**src/rtl/gate_vector_sequencer.sv**
```systemverilog
`default_nettype none
// ============================================================================
// Module      : gate_vector_sequencer
// Description : Walks every input pattern of an N_IN-input combinational gate,
//               holds each pattern for SETTLE idle cycles plus one sample
//               cycle, and checks the sampled gate output against the EXPECT
//               truth table. Reports pass/fail, error count and the first
//               failing pattern.
// Ports       : clk        - clock, all state changes on rising edge
//               rst        - synchronous active-high reset
//               start      - begin a sweep (accepted in IDLE or DONE only)
//               vec        - pattern driven to the gate under test
//               y_in       - gate output being checked
//               busy       - sweep in progress
//               done       - sweep finished, held until next start or rst
//               pass       - done and no mismatches
//               err_count  - number of mismatching patterns
//               fail_valid - at least one mismatch recorded this sweep
//               first_fail - index of the first mismatching pattern
// Revision    : 1.0 - initial release
// ============================================================================
module gate_vector_sequencer #(
    parameter int                  N_IN   = 2,
    parameter int                  SETTLE = 2,
    parameter logic [2**N_IN-1:0]  EXPECT = 4'b1000
) (
    input  logic            clk,
    input  logic            rst,
    input  logic            start,
    output logic [N_IN-1:0] vec,
    input  logic            y_in,
    output logic            busy,
    output logic            done,
    output logic            pass,
    output logic [N_IN:0]   err_count,
    output logic            fail_valid,
    output logic [N_IN-1:0] first_fail
);

    localparam int CNT_W    = ($clog2(SETTLE + 1) > 0) ? $clog2(SETTLE + 1) : 1;
    localparam int RELOAD_I = (SETTLE > 0) ? (SETTLE - 1) : 0;
    localparam logic [CNT_W-1:0] c_cnt_reload = RELOAD_I[CNT_W-1:0];
    localparam logic [CNT_W-1:0] c_cnt_one    = {{(CNT_W-1){1'b0}}, 1'b1};
    localparam logic [N_IN-1:0]  c_idx_one    = {{(N_IN-1){1'b0}}, 1'b1};
    localparam logic [N_IN:0]    c_err_one    = {{N_IN{1'b0}}, 1'b1};

    typedef enum logic [1:0] {
        S_IDLE   = 2'd0,
        S_HOLD   = 2'd1,
        S_SAMPLE = 2'd2,
        S_DONE   = 2'd3
    } state_t;

    // With no settle window a pattern is sampled in its first cycle.
    localparam state_t c_first_state = (SETTLE > 0) ? S_HOLD : S_SAMPLE;

    state_t          r_state, w_state_nxt;
    logic [N_IN-1:0] r_idx, w_idx_nxt;
    logic [CNT_W-1:0] r_cnt, w_cnt_nxt;
    logic [N_IN:0]   r_err, w_err_nxt;
    logic            r_fv, w_fv_nxt;
    logic [N_IN-1:0] r_ff, w_ff_nxt;
    logic            w_mismatch;

    // Case inequality so an X/Z gate output is flagged in simulation.
    assign w_mismatch = (y_in !== EXPECT[r_idx]);

    always_ff @(posedge clk) begin
        if (rst) begin
            r_state <= S_IDLE;
            r_idx   <= '0;
            r_cnt   <= '0;
            r_err   <= '0;
            r_fv    <= 1'b0;
            r_ff    <= '0;
        end else begin
            r_state <= w_state_nxt;
            r_idx   <= w_idx_nxt;
            r_cnt   <= w_cnt_nxt;
            r_err   <= w_err_nxt;
            r_fv    <= w_fv_nxt;
            r_ff    <= w_ff_nxt;
        end
    end

    always_comb begin
        w_state_nxt = r_state;
        w_idx_nxt   = r_idx;
        w_cnt_nxt   = r_cnt;
        w_err_nxt   = r_err;
        w_fv_nxt    = r_fv;
        w_ff_nxt    = r_ff;
        case (r_state)
            S_IDLE, S_DONE: begin
                if (start) begin
                    w_idx_nxt   = '0;
                    w_err_nxt   = '0;
                    w_fv_nxt    = 1'b0;
                    w_ff_nxt    = '0;
                    w_cnt_nxt   = c_cnt_reload;
                    w_state_nxt = c_first_state;
                end
            end
            S_HOLD: begin
                if (r_cnt == '0) begin
                    w_state_nxt = S_SAMPLE;
                end else begin
                    w_cnt_nxt = r_cnt - c_cnt_one;
                end
            end
            S_SAMPLE: begin
                if (w_mismatch) begin
                    w_err_nxt = r_err + c_err_one;
                    if (!r_fv) begin
                        w_fv_nxt = 1'b1;
                        w_ff_nxt = r_idx;
                    end
                end
                if (&r_idx) begin
                    // vec keeps the last pattern while parked in DONE.
                    w_state_nxt = S_DONE;
                end else begin
                    w_idx_nxt   = r_idx + c_idx_one;
                    w_cnt_nxt   = c_cnt_reload;
                    w_state_nxt = c_first_state;
                end
            end
            default: w_state_nxt = S_IDLE;
        endcase
    end

    assign vec        = r_idx;
    assign busy       = (r_state == S_HOLD) || (r_state == S_SAMPLE);
    assign done       = (r_state == S_DONE);
    assign pass       = done && (r_err == '0);
    assign err_count  = r_err;
    assign fail_valid = r_fv;
    assign first_fail = r_ff;

endmodule
`default_nettype wire

```
**config.mk**
```make
export PLATFORM = sky130hd
export DESIGN_NAME = gate_vector_sequencer
export DESIGN_NICKNAME = d
export VERILOG_FILES = /design/src/rtl/gate_vector_sequencer.sv
export SDC_FILE = /design/constraint.sdc
export NUM_CORES = 1
export LEC_CHECK = 0
export ABC_CLOCK_PERIOD_IN_PS = 1700
export BUFFER_PORTS_ARGS = -buffer_cell sky130_fd_sc_hd__buf_2
export CAP_MARGIN = 5
export CORE_MARGIN = 2
export CORE_UTILIZATION = 30
export DETAILED_ROUTE_END_ITERATION = 8
export SYNTH_ARGS = -nofsm -noshare
export SYNTH_HDL_FRONTEND = slang
export SYNTH_SLANG_ARGS = --single-unit
```
**constraint.sdc**
```tcl
create_clock -name clk -period 1.7 [get_ports clk]
set_clock_uncertainty 0.15 [all_clocks]
set_input_delay 0.34 -clock clk [delete_from_list [all_inputs] [get_ports clk]]
set_output_delay 0.34 -clock clk [all_outputs]
set_load 0.1 [all_outputs]
```
; Yosys cells after proc, flatten, opt, wreduce, memory -nomap -nowiden
; Index checks and enable logic that the tools add are counted.
[op_classes]
addsub = 3
multipliers = 0
n_div = 0
order_cmp = 1
eq_ne = 10
shifts = 0
muxes = 21
bitwise_logic = 0
n_reduce_logical = 13
[ops]
columns = cell, n
row1 = $mux W2, 9
row2 = $ne A2 B2 Y1 const B, 6
row3 = $pmux W2 S3, 2
row4 = $reduce_and A3 Y1, 3
row5 = $pmux W2 S2, 2
row6 = $mux W3, 2
row7 = $pmux W3 S2, 1
row8 = $eq A2 B2 Y1 const B, 2
row9 = $logic_not A2 Y1, 2
row10 = $reduce_and A2 Y1, 2
row11 = $reduce_and A4 Y1, 1
row12 = $add A3 B1 Y3 const B, 1
row13 = $logic_not A3 Y1, 1
row14 = $lt A2 B3 Y1 const B, 1
row15 = $mux W1, 3
row16 = $add A2 B1 Y2 const B, 1
row17 = $bmux W1 S2, 1
row18 = $eq A2 B1 Y1 const B, 1
row19 = $pmux W1 S2, 1
row20 = $reduce_bool A2 Y1, 1
row21 = $reduce_or A2 Y1, 1
row22 = $sub A2 B1 Y2 const B, 1
row23 = $logic_and A1 B1 Y1, 1
row24 = $logic_or A1 B1 Y1, 1
row25 = $nex A1 B1 Y1, 1
[totals]
regBits = 12
latch_bits = 0
ramBits = 0
mem_bits_ro = 0
in_bits = 4
output_inout_bits = 11
word_cells = 54
memories = 0

; Longest topological paths before layout
; Gate-level depths: netlist (run 1).
[logic_depth]
ltp_word = 5
mapped_depth = 6
depth_no_buf = 5

; Worst setup path after synthesis (run 1)
; Ideal clock, no wire load.
[synth_path]
path_kind = register to output
startpoint = register r_state[0]
endpoint = output port pass
t_arrival_ns = 2.577
t_required_ns = 1.210
setup_slack_ns = -1.367
path_stages_with_launch = 4
path_buffers = 0
cell_sequence = dfxtp_1 -> ha_1 -> nand2_1 -> nor2_1
[synth_via]
elab_chain_cells = 2
[synth_lines]
columns = element, line
row1 = from (decl), 57  ; state_t r_state, w_state_nxt;
row2 = from (signal assigned), 77  ; r_state <= w_state_nxt;
row3 = $eq A2 B2 Y1, 134  ; assign done = (r_state == S_DONE);
row4 = net done, 33  ; output logic done,
row5 = $logic_and A1 B1 Y1, 135  ; assign pass = done && (r_err == '0);
row6 = to (decl), 34  ; output logic pass,
; The timed path passes the listed nets, and every way through them passes these cells.

; Final worst setup path (run 1)
[layout_path]
startpoint = register r_state[0]
endpoint = output port busy
[layout_via]
elab_chain_cells = 2
elab_cells_between_ends = 3
classes_between = eq/ne: 2 / reduce/logical: 1
[layout_lines]
columns = element, line
row1 = $eq A2 B1 Y1 / $eq A2 B2 Y1 (equally long branches), 133  ; assign busy = (r_state == S_HOLD) || (r_state == S_SAMPLE);
row2 = $logic_or A1 B1 Y1 (*), 133
row3 = to (decl), 32  ; output logic busy,
; Every way passes the cells marked *; elsewhere a longest branch is shown, timed or not.

==> results of run 1 <==
==> power by group through the flow <==
stage,clock [mW],combinational [mW],sequential (mW)
after detailed placement,0,0.360,0.313
after global routing,0.252,0.447,0.310
after floorplan,0,0.252,0.330
after CTS,0.242,0.388,0.309
after global placement,0,0.352,0.312
final,0.236,0.412,0.309
==> layout by cell type, fill, tap and decap left out, drive strengths merged, types with 2 or more instances in the layout <==
| cell type | instances |
|---|---|
| nor2b | 3 |
| nand2 | 10 |
| ha | 9 |
| nor2 | 2 |
| o21ai | 3 |
| o31ai | 3 |
| clkbuf | 5 |
| and2 | 2 |
| inv | 7 |
| a21oi | 5 |
| buf | 20 |
| dfxtp | 12 |
| or4 | 2 |
| nand3 | 4 |
| mux2i | 6 |
==> repair_timing <==
action,CTS,global route
hold buffers,0,0
pin swaps,2,2
endpoints found under the setup margin,2,12
setup buffers,2,1
resized for setup,3,8
==> state kept, by name, summed over array words and instances, names as in the netlist <==
name / cells
r_state: 2
err_count: 3
r_cnt: 2
first_fail: 2
fail_valid: 1
vec: 2
==> per-stage QoR <==
step           hold WS (ns)  cells  worst slack (ns)
5_1_grt               0.196    138            -0.136
2_1_floorplan         0.249     87            -0.104
4_1_cts               0.178    137            -0.103
3_5_place_dp          0.304    131            0.0286
3_3_place_gp          0.295    131            0.0517
6_report              0.181    138           -0.0985
==> per-layer routing <==
layer | vias to the layer above | share of wire
met5 | - | 0
met4 | 0 | 0.0086
met3 | 2 | 0.031
met2 | 10 | 0.51
met1 | 314 | 0.45
li1 | 349 | -
==> cell type report <==
class | count | area share
Tap cell | 30 | 0.0339
Clock buffer | 4 | 0.0327
Multi-Input combinational cell | 63 | 0.509
Inverter | 8 | 0.0327
Sequential cell | 12 | 0.235
Timing Repair Buffer | 21 | 0.157
==> worst max-delay path: stages, from the launching register on <==
cell and delay (ns):
dfxtp_4 0.37, inv_4 0.04, ha_4 0.27, buf_6 0.10
clkinvlp_4 0.09, buf_12 0.17
==> final timing paths <==
check,cells past startpoint,slack [ns],to,start
setup / recovery,5,-0.1,busy,r_state[0]
hold / removal,2,0.18,r_state[1],rst
setup reg to reg,5,-0.01,vec[1],r_state[0]
hold reg to reg,2,0.32,first_fail[0],first_fail[0]
==> kinds of logic after synthesis <==
logic type	after synthesis
simple gates	30
xor+xnor	1
fa+ha+maj	9
mux	6
compound gates	17
flops	12
buf+inv	12
==> impl_metrics.env, run 1 <==
export IMPL_antenna_found_initial=0
export IMPL_fmax_mhz=556
export IMPL_htreeDepth=1
export IMPL_area_growth_pct=44.3
export IMPL_synth_seq_cells=12
export IMPL_coreArea_sq_um=2450
export IMPL_yosysUniqueCellTypes=32
export IMPL_final_nets=122
export IMPL_register_area_sq_um=260
export IMPL_use_met3=0.0219
export IMPL_hold_class="input port to flop"
export IMPL_clockRootBuffer="clkbuf_4"
export IMPL_synth_edf_count=0
export IMPL_ir_worst_vdd_mv=0.734
export IMPL_fin_crit_ns=1.80
export IMPL_numCtsBuffers=3
export IMPL_postPlaceCellArea_sq_um=997
export IMPL_crit_arrival_ns=1.31
export IMPL_clk_pin_slew_worst_paths_ns=0.09
export IMPL_setup_ws_ns=-0.0985
export IMPL_tightest_slew_ns=0.553
export IMPL_synth_area_mux_share=0.0782
export IMPL_fin_total_pwr_mw=0.957
export IMPL_synth_top_family_by_area="simple AND/OR/NAND/NOR gates"
export IMPL_finalWirelength_um=1750
export IMPL_busiest_layer="met2"
export IMPL_syn_cell_area_sq_um=768
export IMPL_gr_total_overflow=0
export IMPL_grt_util_met1=0.180
export IMPL_fill_cells=229
export IMPL_crit_path_max_fanout=4
export IMPL_finish_utilization=0.452
export IMPL_clock_sinks=12
export IMPL_swShare=0.366
export IMPL_num_rows=18
export IMPL_p_comb_frac=0.431
export IMPL_antenna_cells=0
export IMPL_synthXorXnorAreaFrac=0.0114
export IMPL_drt_pass1_iter_count=4
export IMPL_leakagePower_nw=0.453
export IMPL_synth_largest_area_cell="dfxtp_1"
export IMPL_track_usage=0.140
export IMPL_worstSetupPathType="flop to output pin"
export IMPL_netSwitchingPower_mw=0.350
export IMPL_synth_compound_gate_area_share=0.150
export IMPL_chipHeight_um=54.6
export IMPL_grt_pass1_wl_um=2940
export IMPL_multiInputGateArea_sq_um=564
export IMPL_finalSetupViolCount=4
export IMPL_io_pins=15
export IMPL_gp_congestion=0.790
export IMPL_synthTopCellsByArea="dfxtp_1 (31%), ha_1 (15%), mux2i_1 (7.8%)"
export IMPL_tns_ns=-0.167
export IMPL_layout_drive_gt1_share=0.426
export IMPL_yosys_area_share_adder=0.147
export IMPL_rsz0062_at_grt="true"
export IMPL_synthSimpleGateAreaFrac=0.228
export IMPL_ys_top_cells_by_count="dfxtp_1 (12), nand2_1 (10), ha_1 (9)"
export IMPL_violations="negative setup slack"
export IMPL_dpl_hpwl_um=1290
export IMPL_grt_pass1_vias=647
export IMPL_start_kind="flop"
export IMPL_yosys_warnings=0
export IMPL_die_area_sq_um=2980
export IMPL_period_share=1.06
export IMPL_status="finished, violations left"
export IMPL_finalMaxSlewViolations=0
export IMPL_synth_top_cell_area_share=0.313
export IMPL_grtUsageMet2=0.234
export IMPL_ys_seq_area_frac=0.313
export IMPL_clk_latency_ns=0.27
export IMPL_required_ns=1.21
export IMPL_portBuffers=14
export IMPL_viasPerCell=4.89
export IMPL_die_w_um=54.6
export IMPL_drc=0
export IMPL_grt_max_degree=13
export IMPL_design_area_sq_um=1110
export IMPL_drt_initial_drc_count=8
export IMPL_synth_most_common_cell="dfxtp_1"
export IMPL_route_vias_total=675
export IMPL_cts_buffer_depth=2
export IMPL_hold_viol_final=0
export IMPL_netlist_instances=87
export IMPL_synth_nets=100
export IMPL_synthFlopType="dfxtp_1"
export IMPL_p_per_area_nw_per_um2=863
export IMPL_cts_tree="built"
export IMPL_avgSynthCellArea_sq_um=8.83
export IMPL_seq_power_share=0.322
export IMPL_internal_power_mw=0.607
export IMPL_avgRoutedWirePerCell_um=12.7
export IMPL_slew_headroom=0.630
export IMPL_drv_cap=0
export IMPL_setup_worst_path_end_class="output pin"
export IMPL_synth_async_reset_ratio=0
export IMPL_initial_utilization=0.313
export IMPL_ant_nets=0
export IMPL_p_clk_frac=0.246
Note: power is estimated with default switching activity, not from simulation.
==> run 2, diff against run 1 <==
--- a/config.mk
+++ b/config.mk
@@ -11,6 +11,7 @@
 export CORE_MARGIN = 2
 export CORE_UTILIZATION = 30
 export DETAILED_ROUTE_END_ITERATION = 8
+export SETUP_SLACK_MARGIN = 0.2
 export SYNTH_ARGS = -nofsm -noshare
 export SYNTH_HDL_FRONTEND = slang
 export SYNTH_SLANG_ARGS = --single-unit
==> run 2 against run 1 <==
Compared with the run above:
- the flow still finishes with violations (negative setup slack)
- die area did not move
- non-clock buffer count rose by 2
- global-route usage rose by 1.1 points
- sequential share of layout area fell by 2.1 points
- critical path depth fell by 1
- highest routed layer unchanged
==> impl_metrics.env, run 2 (synthesis gave the netlist of run 1 again) <==
export IMPL_holdPathStages=2
export IMPL_tightest_slew_ns=0.378
export IMPL_internal_power_mw=0.636
export IMPL_p_clk_frac=0.232
export IMPL_drt_pass1_iter_count=3
export IMPL_hold_class="input port to flop"
export IMPL_cp_top_family="flip-flops"
export IMPL_clock_sinks=12
export IMPL_fin_total_pwr_mw=1.02
export IMPL_period_share=1.03
export IMPL_drc=0
export IMPL_leakagePower_nw=0.475
export IMPL_swShare=0.374
export IMPL_die_area_sq_um=2980
export IMPL_place_inst=130
export IMPL_gr_total_overflow=0
export IMPL_finalMaxSlewViolations=0
export IMPL_min_from="rst"
export IMPL_coreArea_sq_um=2450
export IMPL_drv_cap=0
export IMPL_cp_startpoint="r_state[0]"
export IMPL_critPathMaxStageDelay_ns=0.37
export IMPL_antenna_cells=0
export IMPL_viasPerCell=5.15
export IMPL_seq_power_share=0.306
export IMPL_clockRootBuffer="clkbuf_4"
export IMPL_slew_headroom=0.748
export IMPL_track_usage=0.151
export IMPL_crit_arrival_ns=1.26
export IMPL_clk_latency_ns=0.28
export IMPL_tns_ns=-0.0521
export IMPL_chipHeight_um=54.6
export IMPL_layout_drive_gt1_share=0.545
export IMPL_hold_path_end="vec[0]"
export IMPL_avgRoutedWirePerCell_um=13.6
export IMPL_initial_utilization=0.313
export IMPL_num_rows=18
export IMPL_numCtsBuffers=3
export IMPL_grt_pass1_wl_um=3160
export IMPL_hold_viol_final=0
export IMPL_gp_congestion=0.774
export IMPL_cts_buffer_depth=2
export IMPL_start_kind="flop"
export IMPL_fin_crit_ns=1.75
export IMPL_rsz0062_at_grt="true"
export IMPL_crit_chain="inv_4 -> ha_4 -> clkinvlp_4 -> buf_12"
export IMPL_fmax_mhz=572
export IMPL_final_cell_mix="buf_4 (13), nand2_1 (9), dfxtp_4 (6)"
export IMPL_final_nets=124
export IMPL_design_area_sq_um=1240
export IMPL_antenna_found_initial=0
export IMPL_finalSetupViolCount=2
export IMPL_route_vias_total=721
export IMPL_required_ns=1.21
export IMPL_grt_pass1_vias=670
export IMPL_worstSetupPathType="flop to output pin"
export IMPL_drt_initial_drc_count=19
export IMPL_violations="negative setup slack"
export IMPL_htreeDepth=1
export IMPL_p_per_area_nw_per_um2=818
export IMPL_crit_path_max_fanout=4
export IMPL_path_buf_inv=3
export IMPL_r2r_start="r_state[0]"
export IMPL_area_growth_pct=61.6
export IMPL_die_w_um=54.6
export IMPL_r2r_end="vec[0]"
export IMPL_finalWirelength_um=1910
export IMPL_cts_tree="built"
export IMPL_instances_no_fill=140
export IMPL_final_common_cell="buf_4"
export IMPL_status="finished, violations left"
export IMPL_reg2reg_slack_ns=0.02
export IMPL_ant_nets=0
export IMPL_grt_max_degree=13
export IMPL_dpl_hpwl_um=1270
export IMPL_finish_utilization=0.506
export IMPL_cpMaxStageDelayCell="dfxtp_4"
export IMPL_postPlaceCellArea_sq_um=1030
export IMPL_reg2regPathDepth=5
export IMPL_ctsHoldBuffers=0
export IMPL_io_pins=15
export IMPL_clk_pin_slew_worst_paths_ns=0.08
export IMPL_portBuffers=14
export IMPL_setup_worst_path_end_class="output pin"
export IMPL_p_comb_frac=0.462
export IMPL_largest_reg_flops=3
export IMPL_ir_worst_vdd_mv=0.657
export IMPL_netSwitchingPower_mw=0.380
export IMPL_setup_ws_ns=-0.0471
## run 2: area by class of cell
class,instances,area [sq um]
Sequential cell,12,265
Inverter,8,36.3
Multi-Input combinational cell,63,644
Fill cell,219,1210
Timing Repair Buffer,23,221
Clock buffer,4,36.3
Tap cell,30,37.5
## run 2: power by group through the flow
stage	sequential, mW	combinational [mW]	clock [mW]
after CTS	0.311	0.439	0.241
after floorplan	0.328	0.268	0
after detailed placement	0.312	0.369	0
after global placement	0.312	0.366	0
after global routing	0.313	0.499	0.250
final	0.310	0.469	0.236
## run 2: timing repair
| item | CTS | global route |
|---|---|---|
| setup endpoints to repair | 23 | 16 |
| setup buffers | 3 | 3 |
| pin swaps | 5 | 2 |
| resized for setup | 23 | 9 |
| hold endpoints to repair | 0 | 0 |
## run 2: layer usage
| metal | wire length, um | share of wire | track usage | vias up |
|---|---|---|---|---|
| li1 | - | - | - | 355 |
| met1 | 859 | 0.45 | 0.200 | 345 |
| met2 | 925 | 0.49 | 0.234 | 16 |
| met3 | 67 | 0.035 | 0.0191 | 5 |
| met4 | 54 | 0.028 | 0.0875 | 0 |
| met5 | 0 | 0 | 0 | - |
## run 2: worst max path at each step
stage / cells past startpoint / end
floorplan: 3 / pass
global route: 4 / busy
CTS: 4 / busy
global placement: 5 / vec[1]
detailed placement: 5 / vec[0]
finish: 4 / busy
## run 2: worst reg2reg max path, delay by kind of cell, from the launching register on
| family | cells | cell delay [ns] |
|---|---|---|
| flip-flops | 1 | 0.37 |
| adder cells (fa/ha/maj) | 1 | 0.25 |
| buffers and inverters | 1 | 0.04 |
| AO/OA/AOI/OAI | 1 | 0.12 |
| AND/OR/NAND/NOR | 2 | 0.69 |
## run 2: stage by stage
step	setup WS (ns)	hold WS [ns]
CTS	-0.0606	0.162
floorplan	-0.104	0.249
finish	-0.0471	0.162
detailed placement	0.0293	0.302
global route	-0.0840	0.182
global placement	0.0829	0.298
